**src/rtl/contador_param.sv**
```systemverilog
// contador_param: parametrised synchronous counter-register.
//
// Counts up by 1, down by 1, up by STEP, or loads a parallel value, selected
// by modo. Both q and rco are registered, so instances cascade by driving the
// next stage's enb from this stage's rco.
//
// Parameters:
//   WIDTH    counter/data width in bits (>= 2)
//   STEP     increment used for modo = 2'b10 (1 .. 2**WIDTH-1)
//   SATURATE 0: wrap modulo 2**WIDTH; 1: clamp at all-ones / zero
//
// Ports:
//   clk    in   rising-edge clock
//   reset  in   synchronous reset, active-high (q = 0, rco = 0)
//   enb    in   enable; 0 freezes q and clears rco
//   modo   in   00 up 1, 01 down 1, 10 up STEP, 11 load d
//   d      in   parallel load value
//   q      out  registered count
//   rco    out  registered carry/borrow (or clamp) flag

module contador_param #(
    parameter int unsigned WIDTH    = 4,
    parameter int unsigned STEP     = 3,
    parameter int unsigned SATURATE = 0
) (
    input  logic             clk,
    input  logic             reset,
    input  logic             enb,
    input  logic [1:0]       modo,
    input  logic [WIDTH-1:0] d,
    output logic [WIDTH-1:0] q,
    output logic             rco
);

    localparam logic [1:0] MODO_UP   = 2'b00;
    localparam logic [1:0] MODO_DOWN = 2'b01;
    localparam logic [1:0] MODO_STEP = 2'b10;
    localparam logic [1:0] MODO_LOAD = 2'b11;

    localparam bit             SAT    = (SATURATE != 0);
    localparam logic [WIDTH:0] ONE_W  = {{WIDTH{1'b0}}, 1'b1};
    localparam logic [WIDTH:0] STEP_W = (WIDTH + 1)'(STEP);
    localparam logic [WIDTH-1:0] ONE  = {{(WIDTH - 1){1'b0}}, 1'b1};

    logic [WIDTH-1:0] q_q, q_d;
    logic             rco_q, rco_d;
    logic [WIDTH:0]   sum_up, sum_step;

    // One extra bit holds the carry out of the increment.
    assign sum_up   = {1'b0, q_q} + ONE_W;
    assign sum_step = {1'b0, q_q} + STEP_W;

    always_comb begin
        q_d   = q_q;
        rco_d = 1'b0;
        if (enb) begin
            unique case (modo)
                MODO_UP: begin
                    rco_d = sum_up[WIDTH];
                    if (sum_up[WIDTH] && SAT) begin
                        q_d = '1;
                    end else begin
                        q_d = sum_up[WIDTH-1:0];
                    end
                end
                MODO_DOWN: begin
                    if (q_q == '0) begin
                        // Borrow: wrap to all-ones or clamp at zero.
                        rco_d = 1'b1;
                        q_d   = SAT ? '0 : '1;
                    end else begin
                        q_d = q_q - ONE;
                    end
                end
                MODO_STEP: begin
                    rco_d = sum_step[WIDTH];
                    if (sum_step[WIDTH] && SAT) begin
                        q_d = '1;
                    end else begin
                        q_d = sum_step[WIDTH-1:0];
                    end
                end
                MODO_LOAD: begin
                    q_d = d;
                end
                default: begin
                    q_d = q_q;
                end
            endcase
        end
    end

    always_ff @(posedge clk) begin
        if (reset) begin
            q_q   <= '0;
            rco_q <= 1'b0;
        end else begin
            q_q   <= q_d;
            rco_q <= rco_d;
        end
    end

    assign q   = q_q;
    assign rco = rco_q;

endmodule

```
**config.mk**
```make
export PLATFORM = sky130hd
export DESIGN_NAME = contador_param
export DESIGN_NICKNAME = d
export VERILOG_FILES = /design/src/rtl/contador_param.sv
export SDC_FILE = /design/constraint.sdc
export NUM_CORES = 1
export LEC_CHECK = 0
export ABC_CLOCK_PERIOD_IN_PS = 2300
export BUFFER_PORTS_ARGS = -buffer_cell sky130_fd_sc_hd__buf_4
export CAP_MARGIN = 20
export CORE_AREA = 3 3 40 42
export CTS_CLUSTER_DIAMETER = 100
export DETAILED_ROUTE_END_ITERATION = 8
export DIE_AREA = 0 0 43 45
export PLACE_DENSITY = 0.65
export SLEW_MARGIN = 0
export SYNTH_ARGS = -nofsm -noshare
export SYNTH_HDL_FRONTEND = slang
export SYNTH_SLANG_ARGS = --single-unit
```
**constraint.sdc**
```tcl
create_clock -name clk -period 2.3 [get_ports clk]
set_clock_uncertainty 0.2 [all_clocks]
set_input_delay 0.115 -clock clk [delete_from_list [all_inputs] [get_ports clk]]
set_output_delay 0.115 -clock clk [all_outputs]
set_load 0.01 [all_outputs]
```
==> run summary, run 1 <==
run status: finished, final reports clean
Max clock buf depth: 2
CP Class: flop to flop
synthesized area: 444 sq um
unrepaired setup endpoints after global routing: false
largest net degree at the start of global routing: 17
Final nets: 86
maximum clock frequency: 0.466 GHz
Max Cap Viol: 0
I/O pins: 14
worst hold path endpoint: q[1]
slack of the critical path: 0.156 ns
total wire length: 1090 um
setup violators final: 0
flops & latches, synth: 5
proportion of power drawn by combinational gates: 30.2%
post-synth cell types: 30
top cell type's share of synthesized area: 22.5%
total CTS buffers: 3
Hold Startpoint: d[1]
Leak: 0.000252 uW
n_diodes: 0
Setup crit start kind: flop
total negative slack: 0 ns
antenna violations before repair: 0
switching pwr: 96.6 uW
first drt pass iteration count: 4
VDD IR max: 0.289 mV
predominant post-synthesis flop cell: dfxtp_1
floorplan row count: 13
Overflow after GRT: 0
sequential share of power: 36.3%
Mapped Avg Cell Area: 7.66 sq um
final cell count without fillers: 89
R2R depth: 6
clk sinks: 5
die area: 0.00194 sq mm
Yosys Warn Count: 0
switching share of power: 31.5%
DP Wirelength: 792 um
DP Worst Slack: 0.416 ns
Pint: 210 uW
Final Wtd Congestion: 0.807
CTS clock-pin slew for the worst setup and hold paths: 0.04 ns
clock root buffer: clkbuf_4
period utilisation layout: 93.2%
pwr/cell area: 515 mW/mm^2
Min-Delay Path Depth: 5
largest cells by area after synthesis: dfxtp_1 (23%), ha_1 (5.6%), mux2i_1 (4.5%), nand2_1 (4.2%), a311oi_1 (3.9%)
Worst R2R Start: q[0]
Synthesized Nets: 69
Iter 0 DRT Violations: 4
worst slew pin tran: 0.317 ns
Finished Core Util: 46.3%
RR Endpoint: q[0]
Yosys top cell by area: dfxtp_1
post-layout minimum cycle time: 2.14 ns
Arr. time, crit path: 2.07 ns
H-tree depth: 1
DIE WIDTH: 43 um
CP Capture Type: flop
Relative slew margins: 78.6%
CTS tree: done
via count: 497
r2r setup slk: 0.16 ns
Syn-to-layout area delta: 34.1%
min-delay worst type: input pin to flop
vias in the first global route: 443
Initial Util: 34.6%
DRT antenna net count: 0
Die Ht: 45 um
clock latency on the worst-skew pair: 0.24 ns
clock network fraction of design power: 33.5%
Post-synth EDFFs: 0
Tot GR Track Use: 11.8%
Synth top cells by count: dfxtp_1 (5), nand2_1 (5), inv_1 (4), nor2_1 (4)
Port Buffers: 13
vias per std cell: 5.58
total power: 307 uW
placed cell count: 82
Async SR Flop Fraction: 0%
crit-path max FO: 10
routed length per instance: 12.2 um
core region area: 0.00128 sq mm
first-pass GRT wire length: 1750 um
drt drc: 0
Post-Synthesis Cells: 58
share of cells above drive strength 1: 24.3%
Slew Limit Fails: 0
sequential share of the synthesized area: 22.5%
final hold viol count: 0
Worst EP required: 2.23 ns
## kinds of logic (layout without fill, tap and decap cells)
group / Yosys count / after routing / synth area share, %
AO/OA/AOI/OAI: 18 / 18 / 28.7
XOR/XNOR: 1 / 1 / 1.97
adder cells (fa/ha/maj): 2 / 2 / 5.63
buffers and inverters: 8 / 24 / 8.73
flip-flops: 5 / 5 / 22.5
multiplexers: 2 / 2 / 4.51
AND/OR/NAND/NOR: 22 / 22 / 27.9
## routing by layer
metal,track usage [%],vias to the layer above,wire [um]
met2,21.0,16,498
met1,13.0,227,505
met5,0,-,0
met3,4.78,0,85
met4,3.61,0,0
li1,-,254,-
## worst max-delay path, stage by stage (launching register included)
cell           delay [ns]
dfxtp_2              0.42
inv_1                0.07
ha_1                 0.24
and3_1               0.19
a311oi_1             0.25
a211oi_1             0.11
dlygate4sd3_1        0.55
## layout by cell type, fill, tap and decap left out, drive strengths merged, types with 3 or more instances in the layout
| cell type | netlist | final |
|---|---|---|
| a21oi | 3 | 3 |
| buf | 2 | 13 |
| clkbuf | 2 | 4 |
| dfxtp | 5 | 5 |
| dlygate4sd3 | 0 | 3 |
| inv | 4 | 4 |
| nand2 | 5 | 5 |
| nor2 | 4 | 4 |
| o21ai | 3 | 3 |
## repair_timing
item	in CTS	in global routing
hold buffers	3	0
gates resized for setup	0	2
setup buffers	0	0
setup endpoints to repair	0	1
hold endpoints to repair	2	0
## state kept, by name, summed over array words and instances, names as in the netlist
name / flops
rco: 1
q: 4
## metrics by stage
step | area (sq um) | hold slack [ns]
after global routing | 596 | 0.114
final | 596 | 0.110
after global placement | 537 | 0.0987
after CTS | 593 | 0.108
after detailed placement | 537 | 0.102
after floorplan | 444 | -0.0122
## area by class of cell
type	count	area [sq um]
multi-input combinational	45	305
sequential	5	103
clock buffer	4	26.3
tap	15	18.8
fill	137	689
inverter	4	15.0
timing repair buffer	16	128
## worst max-delay path by stage
stage / startpoint / endpoint / slack (ns)
5_1_grt: q[0] / q[0] / 0.07
3_5_place_dp: q[0] / q[2] / 0.42
3_3_place_gp: q[1] / q[2] / 0.50
6_report: q[0] / q[0] / 0.16
2_1_floorplan: q[0] / q[2] / 0.40
4_1_cts: q[0] / q[0] / 0.04
## power by group through the flow
stage / Clock [uW] / Combinational [uW] / Sequential (uW)
2_1_floorplan: 0 / 59.9 / 108
6_report: 103 / 92.7 / 111
4_1_cts: 106 / 93.6 / 110
5_1_grt: 113 / 103 / 113
3_5_place_dp: 0 / 88.7 / 112
3_3_place_gp: 0 / 88.1 / 112
No activity file was read; power rests on OpenSTA's default activity.
==> run 2: changes to the inputs <==
--- a/config.mk
+++ b/config.mk
@@ -9,9 +9,11 @@
 export BUFFER_PORTS_ARGS = -buffer_cell sky130_fd_sc_hd__buf_4
 export CAP_MARGIN = 20
 export CORE_AREA = 3 3 40 42
+export CTS_BUF_LIST = sky130_fd_sc_hd__clkbuf_8
 export CTS_CLUSTER_DIAMETER = 100
 export DETAILED_ROUTE_END_ITERATION = 8
 export DIE_AREA = 0 0 43 45
+export GPL_TIMING_DRIVEN = 0
 export PLACE_DENSITY = 0.65
 export SLEW_MARGIN = 0
 export SYNTH_ARGS = -nofsm -noshare
==> run 2 against run 1 <==
Against the previous run: first-iteration DRC count rose to 4.5 times the previous value; register-to-register slack better by 0.07 ns; worst setup slack better by 0.070 ns; global-route usage increased by 1.6 points; hold slack worse by 0.0098 ns; critical endpoint is now q[2]; largest cell class unchanged; largest power group is now the clock network.
==> run summary, run 2 (synthesized netlist as in run 1, its figures left out) <==
run status: finished, final reports clean
Setup Buffers After CTS: 0 (unchanged)
antenna violations before repair: 0 (unchanged)
total negative slack: 0 ns (unchanged)
Arr. time, crit path: 2.04 ns (-0.03 ns)
cts hold-fix bufs: 2 (-1)
final hold viol count: 0 (unchanged)
DIE WIDTH: 43 um (unchanged)
CP Capture Point: q[2]
I/O pins: 14 (unchanged)
max reg flops: 4 (unchanged)
critical-path cell list: clkbuf_1, inv_1, ha_1, xor2_1, or3b_1, a31oi_1, a31o_1
first drt pass iteration count: 4 (unchanged)
clock latency on the worst-skew pair: 0.22 ns (-0.02 ns)
commonest non-fill, non-tap cells in the layout: buf_4 (13), inv_1 (5), nand2_1 (5), dfxtp_1 (5), nor2_1 (4)
Crit. path cell count: 7 (+1)
design area: 626 sq um (+5.0%)
total power: 367 uW (+20%)
CP max stage delay: 0.35 ns (-0.20 ns)
Initial Util: 34.6% (unchanged)
CP Launch Point: q[0]
CTS clock-pin slew for the worst setup and hold paths: 0.04 ns (about the same)
Port Buffers: 13 (unchanged)
vias per std cell: 5.65 (+1.2%)
drt drc: 0 (unchanged)
clock root buffer: clkbuf_8
Final Wtd Congestion: 0.800 (-0.81%)
die area: 0.00194 sq mm (unchanged)
largest net degree at the start of global routing: 11 (-6)
maximum clock frequency: 0.482 GHz (+3.4%)
vias in the first global route: 441 (-0.45%)
GR peak layer: met2
pwr/cell area: 587 mW/mm^2 (+14%)
floorplan row count: 13 (unchanged)
min-delay worst type: input pin to flop
Overflow after GRT: 0 (unchanged)
total CTS buffers: 3 (unchanged)
CP Class: flop to flop
share of cells above drive strength 1: 23.4% (-0.95 points)
r2r setup slk: 0.23 ns (+0.07 ns)
met1 Track Usage GR: 14.9% (+1.9 points)
setup violators final: 0 (unchanged)
worst slew pin tran: 0.394 ns (+0.0770 ns)
hold slack: 0.100 ns (-0.00981 ns)
VDD IR max: 0.270 mV (-6.8%)
post-layout minimum cycle time: 2.07 ns (-0.0702 ns)
GR Layer Usage met3: 6.77% (+2.0 points)
Syn-to-layout area delta: 40.8%
Setup crit start kind: flop
Max clock buf depth: 2 (unchanged)
R2R depth: 7 (+1)
clk sinks: 5 (unchanged)
first-pass GRT wire length: 1860 um (+6.4%)
total wire length: 1140 um (+5.0%)
Worst R2R Start: q[0]
Critical-path top delay cell: or3b_1
Leak: 0.000270 uW (+7.2%)
Tot GR Track Use: 13.4% (+1.6 points)
most common cell after layout, fill and taps aside: buf_4
post-place instance area: 561 sq um (+4.4%)
routed length per instance: 12.4 um (+1.5%)
Max Cap Viol: 0 (unchanged)
unrepaired setup endpoints after global routing: false
CP Capture Type: flop
Finished Core Util: 48.7% (+2.3 points)
DRT antenna net count: 0 (unchanged)
DP Wirelength: 807 um (+2.0%)
n_diodes: 0 (unchanged)
core region area: 0.00128 sq mm (unchanged)
Worst EP required: 2.27 ns (+0.04 ns)
Final nets: 89 (+3.5%)
Slew Limit Fails: 0 (unchanged)
Iter 0 DRT Violations: 18 (+14)
CP top delay family: buffers and inverters
crit-path max FO: 8 (-2)
# resized after CTS: 0 (unchanged)
H-tree depth: 1 (unchanged)
via count: 520 (+4.6%)
RR Endpoint: q[2]
CTS tree: done
period utilisation layout: 90.2% (-3.1 points)
Die Ht: 45 um (unchanged)
Relative slew margins: 73.8% (-4.9 points)
GR Util met2: 21.0% (unchanged)
Worst Path Buf+Inv: 2 (unchanged)
[run 2: cell types whose count changed in the layout (fill, tap and decap cells not counted)]
cell           before  now
clkbuf_1            1    2
buf_6               0    1
clkbuf_4            3    0
clkbuf_8            0    3
inv_1               4    5
dlygate4sd3_1       3    2
dfxtp_2             2    0
buf_2               0    1
dfxtp_1             3    5
[run 2: worst register-to-register path, stage by stage (launching register included)]
cell	delay, ns
dfxtp_1	0.34
clkbuf_1	0.31
inv_1	0.08
ha_1	0.25
xor2_1	0.16
or3b_1	0.35
a31oi_1	0.21
a31o_1	0.12
[run 2: how the worst min path moves through the flow]
stage / start / end / slack [ns] / depth (start not counted)
after global placement: reset / q[0] / 0.10 / 2
after CTS: d[0] / q[0] / 0.1 / 3
after detailed placement: reset / q[0] / 0.1 / 2
after global routing: d[0] / q[0] / 0.15 / 3
final: d[0] / q[0] / 0.10 / 3
after floorplan: reset / q[0] / -0.01 / 1
[run 2: cell type report]
| class | count | area (sq um) |
|---|---|---|
| Fill cell | 135 | 659 |
| Multi-Input combinational cell | 45 | 305 |
| Timing Repair Buffer | 15 | 118 |
| Sequential cell | 5 | 100 |
| Clock buffer | 3 | 41.3 |
| Buffer | 4 | 23.8 |
| Tap cell | 15 | 18.8 |
| Inverter | 4 | 15.0 |
| Clock inverter | 1 | 3.75 |
[run 2: where the power goes]
group	internal, uW	leakage, uW	switching [uW]	total [uW]
clock	114	0.0000269	44.0	158
sequential	95.0	0.0000412	10.4	105
combinational	52.2	0.000202	51.4	104
total	262	0.000270	106	367
[run 2: metrics by stage]
stage / worst slack, ns / std cells
after global routing: 0.108 / 92
after global placement: 0.256 / 86
after floorplan: 0.396 / 58
final: 0.227 / 92
after detailed placement: 0.243 / 86
after CTS: 0.232 / 92
[run 2: routing by layer]
layer	up-vias	share of wire, %
met1	238	43
li1	258	-
met2	19	46
met5	-	0
met4	0	2.4
met3	5	9.1
==> run 3: changes to the inputs <==
--- a/config.mk
+++ b/config.mk
@@ -5,6 +5,7 @@
 export SDC_FILE = /design/constraint.sdc
 export NUM_CORES = 1
 export LEC_CHECK = 0
+export ABC_AREA = 1
 export ABC_CLOCK_PERIOD_IN_PS = 2300
 export BUFFER_PORTS_ARGS = -buffer_cell sky130_fd_sc_hd__buf_4
 export CAP_MARGIN = 20
@@ -14,8 +15,9 @@
 export DETAILED_ROUTE_END_ITERATION = 8
 export DIE_AREA = 0 0 43 45
 export GPL_TIMING_DRIVEN = 0
-export PLACE_DENSITY = 0.65
+export PLACE_DENSITY = 0.64
 export SLEW_MARGIN = 0
 export SYNTH_ARGS = -nofsm -noshare
 export SYNTH_HDL_FRONTEND = slang
 export SYNTH_SLANG_ARGS = --single-unit
+export TNS_END_PERCENT = 10
==> run 3 against run 2 <==
Against the previous run: first-iteration DRC count fell by 22%; sequential share of layout area rose by 0.63 points; die area did not move; sequential cell count did not move; global-route usage fell by 0.83 points; highest routed layer is now met3.
==> run summary, run 3 <==
Mapped Avg Cell Area: 5.59 sq um (-27%)
Yosys Warn Count: 0 (unchanged)
top cell type's share of synthesized area: 23.3% (+0.72 points)
Yosys top cell by area: dfxtp_1
Worst EP required: 2.21 ns (-0.06 ns)
antenna violations before repair: 0 (unchanged)
CP Class: flop to flop
final hold viol count: 0 (unchanged)
Slew Limit Fails: 0 (unchanged)
slack of the critical path: 0.728 ns (+0.502 ns)
Port Buffers: 13 (unchanged)
period utilisation layout: 68.3% (-22 points)
worst slew pin tran: 0.252 ns (-0.142 ns)
first drt pass iteration count: 4 (unchanged)
Tot GR Track Use: 12.6% (-0.83 points)
# resized after CTS: 0 (unchanged)
Die Ht: 45 um (unchanged)
post-synth cell types: 13 (-57%)
vias in the first global route: 468 (+6.1%)
Async SR Flop Fraction: 0% (unchanged)
drt drc: 0 (unchanged)
Arr. time, crit path: 1.48 ns (-0.56 ns)
maximum clock frequency: 0.636 GHz (+32%)
Leak: 0.000334 uW (+24%)
synthesized area: 430 sq um (-3.1%)
Final nets: 107 (+20%)
most common cell after layout, fill and taps aside: inv_1
min-delay worst type: input pin to flop
Post-Synthesis Cells: 77 (+33%)
crit-path max FO: 6 (-2)
commonest non-fill, non-tap cells in the layout: inv_1 (16), nand2_1 (15), buf_4 (13)
unrepaired setup endpoints after global routing: false
total power: 360 uW (-1.9%)
clock root buffer: clkbuf_8
run status: finished, final reports clean
floorplan row count: 13 (unchanged)
Initial Util: 33.5% (-1.1 points)
n_diodes: 0 (unchanged)
total negative slack: 0 ns (unchanged)
placed cell count: 105 (+22%)
vias per std cell: 4.81 (-15%)
clk sinks: 5 (unchanged)
cell mode on critical path: inv_1
Post-synth EDFFs: 0 (unchanged)
I/O pins: 14 (unchanged)
die area: 0.00194 sq mm (unchanged)
Setup crit start kind: flop
critical-path cell list: inv_1, ha_1, nand2_2, nor2_1, nand2_1, a21oi_1, o21ai_1, inv_1
Critical-path top delay cell: dfxtp_1
Relative slew margins: 83.2% (+9.4 points)
flops & latches, synth: 5 (unchanged)
first-pass GRT wire length: 1810 um (-2.3%)
DRT antenna net count: 0 (unchanged)
total wire length: 1090 um (-4.6%)
CTS tree: done
Iter 0 DRT Violations: 14 (-4)
DP Wirelength: 851 um (+5.4%)
Syn-to-layout area delta: 39.8%
sequential share of the synthesized area: 23.3% (+0.72 points)
pwr/cell area: 599 mW/mm^2 (+2.0%)
core region area: 0.00128 sq mm (unchanged)
total CTS buffers: 3 (unchanged)
CP max stage delay: 0.43 ns (+0.08 ns)
final cell count without fillers: 110 (+20%)
DIE WIDTH: 43 um (unchanged)
largest net degree at the start of global routing: 8 (-3)
Max Cap Viol: 0 (unchanged)
max reg flops: 4 (unchanged)
predominant post-synthesis flop cell: dfxtp_1
post-layout minimum cycle time: 1.57 ns (-0.502 ns)
routed length per instance: 9.91 um (-20%)
post-place instance area: 547 sq um (-2.5%)
Setup Buffers After CTS: 0 (unchanged)
CP Capture Type: flop
clock latency on the worst-skew pair: 0.22 ns (about the same)
Synthesized Nets: 88 (+28%)
DP Worst Slack: 0.725 ns (+0.482 ns)
Synth top cells by count: inv_1 (15), nand2_1 (15), nor2_1 (12)
via count: 529 (+1.7%)
Max clock buf depth: 2 (unchanged)
CTS clock-pin slew for the worst setup and hold paths: 0.03 ns (about the same)
VDD IR max: 0.363 mV (+35%)
H-tree depth: 1 (unchanged)
Overflow after GRT: 0 (unchanged)
share of cells above drive strength 1: 20.0% (-3.4 points)
design area: 602 sq um (-3.8%)
Final Wtd Congestion: 0.804 (+0.52%)
setup violators final: 0 (unchanged)
largest cells by area after synthesis: dfxtp_1 (23%), inv_1 (13%), nand2_1 (13%), nor2_1 (10%), a21oi_1 (9.3%)
run 3: changes by cell type after synthesis, moves of 5 or more:
cell / before / now
nand3_1: 1 / 8
nor2_1: 4 / 12
nand2_1: 5 / 15
a21oi_1: 3 / 8
inv_1: 4 / 15
run 3: kinds of logic after synthesis:
group,count (synthesis),share of synthesized area (%)
buffers and inverters,16,14.0
xor gates and xnor gates,1,2.04
AOI/OAI and AO/OA,16,19.2
DFF,5,23.3
adders and majority gates,2,5.81
and+or+nand+nor,37,35.8
run 3: cell type report:
cell class	instances	area [sq um]
fillers	154	683
multi-input cells	56	270
repair buffers	14	108
flip-flops and latches	5	100
inverters	16	60.1
clock buffers	3	41.3
well taps	15	18.8
clock inverters	1	3.75
run 3: path summary, 6_finish.rpt:
path,start,end,slack [ns],depth (start not counted)
min,enb,q[0],0.009,4
max reg2reg,q[0],q[1],0.73,8
min reg2reg,q[3],rco,0.45,4
max,q[0],q[1],0.73,8
run 3: critical path, delay by kind of cell, from the launching register on:
family / cells / cell delay, ns
buf+inv: 2 / 0.14
fa+ha+maj: 1 / 0.24
simple gates: 3 / 0.24
compound gates: 2 / 0.21
flops: 1 / 0.43
run 3: per-layer routing:
layer	global-route usage, %	up-vias	part of all wire, %
met5	0	-	0
li1	-	280	-
met3	4.78	0	7.0
met2	23.1	17	49
met1	13.5	232	44
met4	3.61	0	0
run 3: what timing repair did:
action,in CTS,in global routing
setup endpoints to repair,0,0
hold buffers,1,0
endpoints found under the hold margin,3,0
run 3: power by group:
part	internal, uW	switching (uW)
Clock	114	41.5
Sequential	94.4	11.5
Combinational	44.6	54.3
Total	253	107
run 3: through the flow:
step,util (%),hold WS (ns)
2_1_floorplan,-,0.0599
3_3_place_gp,42.6,0.196
3_5_place_dp,42.6,0.201
4_1_cts,46.8,0.00826
5_1_grt,46.8,0.0325
6_report,46.8,0.00887
